File: src/rtl/fetch_pkg.sv
// Shared types and constants for the IF stage.
// Memory models use IMEM_BASE as the instruction window base.
package fetch_pkg;

  typedef enum logic [1:0] {
    BOOT  = 2'd0,
    RUN   = 2'd1,
    FAULT = 2'd2
  } fetch_state_e;

  localparam logic [31:0] NOP_INST  = 32'h0000_0013;
  localparam logic [31:0] IMEM_BASE = 32'h0100_0000;

  typedef struct packed {
    logic [31:0] pc;
    logic [31:0] inst;
    logic        valid;
    logic        fault;
  } if_id_t;

endpackage

File: src/rtl/fetch_stage_if_id_reg.sv
// IF/ID pipeline register with bubble, hold and load controls.
// Bubble beats hold, hold beats load.
module if_id_reg
  import fetch_pkg::*;
#(
  parameter logic [31:0] BUBBLE_INST = 32'h0000_0013
) (
  input  logic        clock,
  input  logic        reset,
  input  logic        bubble,
  input  logic        hold,
  input  logic        load,
  input  logic [31:0] ld_pc,
  input  logic [31:0] ld_inst,
  input  logic        ld_fault,
  output logic [31:0] q_pc,
  output logic [31:0] q_inst,
  output logic        q_valid,
  output logic        q_fault
);

  if_id_t ent_d, ent_q;
  if_id_t bub;

  assign bub = '{pc: 32'h0, inst: BUBBLE_INST,
                 valid: 1'b0, fault: 1'b0};

  always_comb begin
    ent_d = ent_q;
    unique case (1'b1)
      bubble: ent_d = bub;
      hold:   ent_d = ent_q;
      load: begin
        ent_d.pc    = ld_pc;
        ent_d.inst  = ld_inst;
        ent_d.valid = 1'b1;
        ent_d.fault = ld_fault;
      end
      default: ent_d = ent_q;
    endcase
  end

  always_ff @(posedge clock) begin
    if (!reset) ent_q <= bub;
    else        ent_q <= ent_d;
  end

  assign q_pc    = ent_q.pc;
  assign q_inst  = ent_q.inst;
  assign q_valid = ent_q.valid;
  assign q_fault = ent_q.fault;

endmodule

File: src/rtl/fetch_stage.sv
// IF stage: PC, redirect/stall/flush, fault detect, IF/ID.
// FETCH_PERF_EN adds fetch and stall-cycle counters.
module fetch_stage
  import fetch_pkg::*;
#(
  parameter logic [31:0] RESET_PC   = 32'h0100_0000,
  parameter logic [31:0] IMEM_BYTES = 32'h0010_0000,
  parameter logic [31:0] NOP_INST   = fetch_pkg::NOP_INST
) (
  input  logic        clock,
  input  logic        reset,
  output logic [31:0] imem_address,
  output logic        imem_read_write,
  output logic [31:0] imem_data_out,
  input  logic [31:0] imem_data_in,
  input  logic        stall,
  input  logic        flush,
  input  logic        redirect_valid,
  input  logic [31:0] redirect_pc,
  output logic [31:0] if_id_pc,
  output logic [31:0] if_id_inst,
  output logic        if_id_valid,
  output logic        if_id_fault,
  output logic [31:0] pc
`ifdef FETCH_PERF_EN
  ,
  output logic [31:0] perf_fetched,
  output logic [31:0] perf_stall_cycles
`endif
);

  fetch_state_e state_d, state_q;
  logic [31:0]  pc_d, pc_q;
  logic         bubble, hold, load;
  logic [31:0]  ld_inst;
  logic         ld_fault;
  logic         bad_pc;

  // 33-bit compare keeps the upper bound from wrapping.
  logic [32:0] pc_ext, lo_ext, hi_ext;
  assign pc_ext = {1'b0, pc_q};
  assign lo_ext = {1'b0, RESET_PC};
  assign hi_ext = {1'b0, RESET_PC}
                + {1'b0, IMEM_BYTES} - 33'd4;
  assign bad_pc = (pc_q[1:0] != 2'b00)
               || (pc_ext < lo_ext)
               || (pc_ext > hi_ext);

  always_comb begin
    state_d  = state_q;
    pc_d     = pc_q;
    bubble   = 1'b0;
    hold     = 1'b0;
    load     = 1'b0;
    ld_inst  = imem_data_in;
    ld_fault = 1'b0;
    unique case (state_q)
      BOOT: begin
        bubble  = 1'b1;
        state_d = RUN;
      end
      RUN: begin
        if (redirect_valid) begin
          pc_d   = redirect_pc;
          bubble = 1'b1;
        end else if (flush) begin
          bubble = 1'b1;
          if (!stall) pc_d = pc_q + 32'd4;
        end else if (stall) begin
          hold = 1'b1;
        end else if (bad_pc) begin
          load     = 1'b1;
          ld_inst  = NOP_INST;
          ld_fault = 1'b1;
          state_d  = FAULT;
        end else begin
          load = 1'b1;
          pc_d = pc_q + 32'd4;
        end
      end
      FAULT: begin
        bubble = 1'b1;
        if (redirect_valid) begin
          pc_d    = redirect_pc;
          state_d = RUN;
        end
      end
      default: begin
        bubble  = 1'b1;
        state_d = BOOT;
      end
    endcase
  end

  always_ff @(posedge clock) begin
    if (!reset) begin
      state_q <= BOOT;
      pc_q    <= RESET_PC;
    end else begin
      state_q <= state_d;
      pc_q    <= pc_d;
    end
  end

  if_id_reg #(.BUBBLE_INST(NOP_INST)) u_if_id (
    .clock    (clock),
    .reset    (reset),
    .bubble   (bubble),
    .hold     (hold),
    .load     (load),
    .ld_pc    (pc_q),
    .ld_inst  (ld_inst),
    .ld_fault (ld_fault),
    .q_pc     (if_id_pc),
    .q_inst   (if_id_inst),
    .q_valid  (if_id_valid),
    .q_fault  (if_id_fault)
  );

  assign pc              = pc_q;
  assign imem_address    = pc_q;
  assign imem_read_write = 1'b0;
  assign imem_data_out   = 32'h0;

`ifdef FETCH_PERF_EN
  logic [31:0] fetched_d, fetched_q;
  logic [31:0] stalls_d, stalls_q;

  always_comb begin
    fetched_d = fetched_q;
    stalls_d  = stalls_q;
    if (load && !ld_fault && fetched_q != '1)
      fetched_d = fetched_q + 32'd1;
    if (state_q == RUN && stall
        && !redirect_valid && stalls_q != '1)
      stalls_d = stalls_q + 32'd1;
  end

  always_ff @(posedge clock) begin
    if (!reset) begin
      fetched_q <= '0;
      stalls_q  <= '0;
    end else begin
      fetched_q <= fetched_d;
      stalls_q  <= stalls_d;
    end
  end

  assign perf_fetched      = fetched_q;
  assign perf_stall_cycles = stalls_q;
`endif

endmodule

File: config.mk
export PLATFORM = sky130hd
export DESIGN_NAME = fetch_stage
export DESIGN_NICKNAME = d
export VERILOG_FILES = /design/src/rtl/fetch_pkg.sv /design/src/rtl/fetch_stage_if_id_reg.sv /design/src/rtl/fetch_stage.sv
export SDC_FILE = /design/constraint.sdc
export NUM_CORES = 1
export LEC_CHECK = 0
export ABC_AREA = 1
export CAP_MARGIN = 20
export CORE_MARGIN = 1.5
export CORE_UTILIZATION = 40
export CTS_CLUSTER_DIAMETER = 100
export DETAILED_ROUTE_END_ITERATION = 8
export PLACE_DENSITY = 0.8
export SYNTH_ARGS = -nofsm -noshare
export SYNTH_HDL_FRONTEND = slang
export SYNTH_HIERARCHICAL = 1
export SYNTH_SLANG_ARGS = --single-unit
File: constraint.sdc
create_clock -name clock -period 2 [get_ports clock]
set_input_delay 0.2 -clock clock [delete_from_list [all_inputs] [get_ports clock]]
set_output_delay 0.2 -clock clock [all_outputs]
set_load 0.005 [all_outputs]
; Word level (Yosys, flattened, before mapping)
; Cells that the tools add are included.
[op_classes]
n_eq_ne = 9
div = 0
mul = 0
bitwise_logic = 0
n_addsub = 1
reduce_logical = 8
magnitude_cmp = 2
muxes = 31
shifts = 0
[op_table]
columns = operator, n
row1 = two-way mux 32 bit, 11
row2 = one-hot mux 66 bit (2 select lines), 1
row3 = one-hot mux 32 bit (2 select lines), 1
row4 = adder 32 x 3 -> 32 bit (second input constant), 1
row5 = > comparator 32 x 25 -> 1 bit (second input constant), 1
row6 = less-than comparator 32 x 25 -> 1 bit (second input constant), 1
row7 = two-way mux 1 bit, 12
row8 = two-way mux 2 bit, 5
row9 = inequality test 2 bit (second input constant), 5
row10 = one-hot mux 2 bit (3 select lines), 1
row11 = nonzero test 2 bit, 3
row12 = AND reduction 5 bit, 1
row13 = inequality test 4 bit (second input constant), 1
row14 = AND reduction 4 bit, 1
row15 = inequality test 3 bit (second input constant), 1
row16 = == test 2 x 1 -> 1 bit (second input constant), 1
row17 = == test 2 bit (second input constant), 1
row18 = logical NOT 2 bit, 1
row19 = logical OR 1 bit, 2
[word_totals]
latchBits = 0
mem_bits_ro = 0
ff_bits = 100
output_inout_bits = 163
ramBits = 0
n_memories = 0

; Logic depth before layout (Yosys ltp)
[depth]
ltp_word = 9
ltp_mapped = 18
mapped_depth_nobuf = 16

; Hierarchy
; Netlist, hierarchy kept.
[by_module_without_submodules]
columns = module, area_per_inst_um2, n_inst, cells_per_inst
row1 = fetch_stage, 3364.5, 1, 546
row2 = if_id_reg, 2303.5, 1, 293

; Worst setup path after synthesis
; No wires, ideal clock.
[synth_path]
path_kind = register to register
from = register pc_q[2] (netlist: imem_address[2])
to = register u_if_id.ent_q, in the netlist u_if_id/q_inst[21]
slack_ns = -0.125
n_path_buf = 2
setup_time_ns = 0.132
t_required_ns = 1.868
synth_period_minus_slack_ns = 2.125
arrival_time_ns = 1.993
path_stages_with_launch = 19
cell_sequence = dfxtp_1 ha_1 nand2_2 nor2_2 nand2_2 nor2_4 nand2_1 nand2_1 nand2_2 nand2_4 nand2_8 nor2_8 inv_2 buf_6 buf_8 nand2_2 inv_2 nand2_1 a21oi_1
[synth_between]
elab_chain_len = 9
[synth_lines]
columns = element, line_no
row1 = "start, declared", fetch_stage.sv:33  ; logic [31:0] pc_d, pc_q;
row2 = "start signal, assigned", fetch_stage.sv:101  ; pc_q <= pc_d;
row3 = less-than comparator 32 x 25 -> 1 bit, fetch_stage.sv:46  ; || (pc_ext < lo_ext)
row4 = logical OR 1 bit, fetch_stage.sv:46
row5 = logical OR 1 bit *, fetch_stage.sv:47  ; || (pc_ext > hi_ext);
row6 = two-way mux 32 bit *, fetch_stage.sv:71  ; end else if (bad_pc) begin
row7 = two-way mux 32 bit *, fetch_stage.sv:69  ; end else if (stall) begin
row8 = two-way mux 32 bit *, fetch_stage.sv:66  ; end else if (flush) begin
row9 = two-way mux 32 bit *, fetch_stage.sv:63  ; if (redirect_valid) begin
row10 = two-way mux 32 bit *, fetch_stage.sv:57  ; unique case (state_q)
row11 = via ld_inst[21], fetch_stage.sv:35  ; logic [31:0] ld_inst;
row12 = one-hot mux 66 bit (2 select lines) *, fetch_stage_if_id_reg.sv:30  ; unique case (1'b1)
row13 = "end signal, assigned", fetch_stage_if_id_reg.sv:44  ; if (!reset) ent_q <= bub;
row14 = "end signal, assigned", fetch_stage_if_id_reg.sv:45  ; else ent_q <= ent_d;
row15 = "end, declared", fetch_stage_if_id_reg.sv:22  ; if_id_t ent_d, ent_q;
; The timed path passes the listed nets; every way through them passes the cells marked *.
; A chain may end at the register's enable or synchronous reset.

; Final worst setup path
[layout_path]
from = register pc_q[6] (netlist: imem_address[6])
to = register pc_q[31] (netlist: imem_address[31])
[layout_between]
elab_chain_len = 6
[layout_lines]
columns = element, line_no
row1 = adder 32 x 3 -> 32 bit, "fetch_stage.sv:68, fetch_stage.sv:78"
row2 = two-way mux 32 bit, fetch_stage.sv:71
row3 = two-way mux 32 bit, fetch_stage.sv:69
row4 = two-way mux 32 bit, fetch_stage.sv:66
row5 = two-way mux 32 bit, fetch_stage.sv:63
row6 = one-hot mux 32 bit (2 select lines), fetch_stage.sv:57
; Several ways; a longest one is shown, not always the timed one. The select of a mux whose other input is x is not followed.

==> qor.csv <==
stage,metric,value,unit
run_status,status,"finished, final reports clean",
layout,final_cell_area,0.008224,mm^2
worst_setup_path,cp.arrival,2.20,ns
clock_network,clk_latency,0.35,ns
layout,layout.area.seq,0.002008,mm^2
layout,layout_commonest_cell,nand2_1,
grt,grt_usage,23.39,%
grt,grt-ovfl-total,0,
floorplanning,coreArea,0.01383,mm^2
floorplanning,die_w,122.0,um
clock_network,clock_sinks,100,
worst_setup_path,worstSetupPathType,register to register,
sta,period_minus_slack,1.932,ns
drt,drc,0,
sta,tns,0,ns
pwr,power_density,1016,mW/mm^2
clock_network,tritoncts,yes,
layout,area_delta_synth_final,45.29,%
layout,instances_no_fill,1233,
yosys,synthCells,837,
grt,grt_pass1_wl,26830,um
place,dp_slack,-0.1751,ns
layout,nNetsFinal,1122,
yosys,avgSynthCellArea,6.763,um^2
sta,worst_slack,0.06755,ns
layout,layout_common_cells,"nand2_1 (274), clkdlybuf4s50_1 (198), dfxtp_1 (97), a21oi_1 (81), buf_4 (62)",
worst_setup_path,crit_fanout,8,
drt,num_vias,5895,
clock_network,htreeDepth,3,
hold_path,hp-class,primary input to register,
sta,fin_crit_sh,96.62,%
layout,final_util,59.48,%
pwr,switchingPower,3.149,mW
drt,postRouteWirelength,17800,um
floorplanning,ios,232,
drt,dr.pass1.iters,5,
drt,wire_per_inst,14.43,um
clock_network,numCtsBuffers,9,
layout,drive_gt1_share,14.43,%
floorplanning,initial_core_util,40.94,%
place,gp_congestion,0.9570,
worst_setup_path,end_kind,register,
floorplanning,num_rows,43,
layout,fill_cells,1267,
clock_network,clockBufferDepth,2,
sta,fin_skew,0.01175,ns
sta,worstMarginPinSlew,0.6428,ns
pwr,seqPwrFrac,29.5,%
worst_setup_path,cp_data_required_time,2.27,ns
pwr,peakVddDrop,0.5260,mV
grt,antenna_found_initial,0,
layout,num_antenna_cells,0,
sta,rsz0062_at_grt,true,
place,portBuffers,198,
pwr,pwr-share-clk,19.1,%
sta,relSlewSlack,57.10,%
yosys,yosys_warnings,6,
floorplanning,dieArea,0.01487,mm^2
place,dpl_cell_area,0.007851,mm^2
grt,grt_pass1_vias,5452,
yosys,syn-cell-area,0.005660,mm^2
floorplanning,chipHeight,122.0,um
clock_network,clk_pin_slew_worst_paths,0.07,ns
clock_network,ctsHoldBuffers,0,
sta,hold_viol,0,
flow_run,maxCapViolations,0,
pwr,internal_power,5.209,mW
drt,ant_nets,0,
clock_network,cts-root-buf,clkbuf_16,
place,place_inst,1213,
grt,grt_max_degree,52,
drt,vias_per_cell,4.781,
layout,multi_input_area,0.002849,mm^2
sta,max_freq,517.5,MHz
pwr,p_leak,3.346,nW
sta,setup_viol,0,
place,dp_hpwl,13220,um
pwr,switching_share,37.68,%
sta,slew_violations,0,
pwr,comb_power_share,51.4,%
drt,drtIter0Drc,381,
worst_setup_path,worstSetupStartpointType,register,
==> sequential cells by signal (all words and copies together), names as in the netlist <==
signal and cells:
u_if_id/q_pc 32, u_if_id/q_fault 1, imem_address 32, u_if_id/q_valid 1, u_if_id/q_inst 32, state_q 2
==> power by group through the flow <==
stage / registers, mW / logic (mW) / clock network, mW
floorplan: 2.72 / 2.10 / 0
detailed placement: 2.50 / 4.08 / 0
CTS: 2.46 / 4.16 / 1.63
global route: 2.49 / 4.65 / 1.70
global placement: 2.49 / 4.03 / 0
finish: 2.46 / 4.30 / 1.60
==> worst max-delay path: stages, from the launching register on <==
cell and delay, ns:
dfxtp_2 0.35, buf_4 0.12, nand2_1 0.12, nor2_4 0.12
nand2_2 0.08, nor2_4 0.09, nand2_1 0.08, nand2_1 0.08
nand2_2 0.06, nand2_4 0.09, nand2_8 0.07, buf_6 0.15
nand2_8 0.09, buf_6 0.14, nand2_1 0.06, a21oi_1 0.16
==> what timing repair did <==
action,4_1_cts,5_1_grt
setup endpoints to repair,54,63
pin swaps,5,14
setup buffers,2,2
gates resized for setup,6,25
==> final cells by class <==
| class | count | area share, % |
|---|---|---|
| clock buffer | 11 | 2.830 |
| clock inverter | 5 | 0.3499 |
| inverter | 75 | 3.606 |
| multi-input combinational | 593 | 34.64 |
| tap | 180 | 2.738 |
| timing repair buffer | 269 | 31.42 |
| sequential | 100 | 24.42 |
==> through the flow <==
step	hold slack [ns]	total power, mW
2_1_floorplan	0.2846	4.828
3_3_place_gp	0.4454	6.521
3_5_place_dp	0.4520	6.579
4_1_cts	0.4209	8.246
5_1_grt	0.4251	8.843
6_report	0.4340	8.358
==> routing by layer <==
layer	global-route usage [%]	share of wire (%)	wire, um
met1	29.38	43	7719
met5	0	0	0
met4	11.03	2.7	475
met2	39.22	47	8369
met3	3.558	6.9	1230
==> worst paths after layout <==
check | startpoint | endpoint | slack (ns) | depth (start not counted)
max reg2reg | imem_address[6] | imem_address[31] | 0.07 | 15
max | imem_address[6] | imem_address[31] | 0.07 | 15
min reg2reg | u_if_id/q_pc[17] | u_if_id/q_pc[17] | 0.46 | 2
min | redirect_pc[0] | imem_address[0] | 0.43 | 3
No activity file was read; power rests on OpenSTA's default activity.
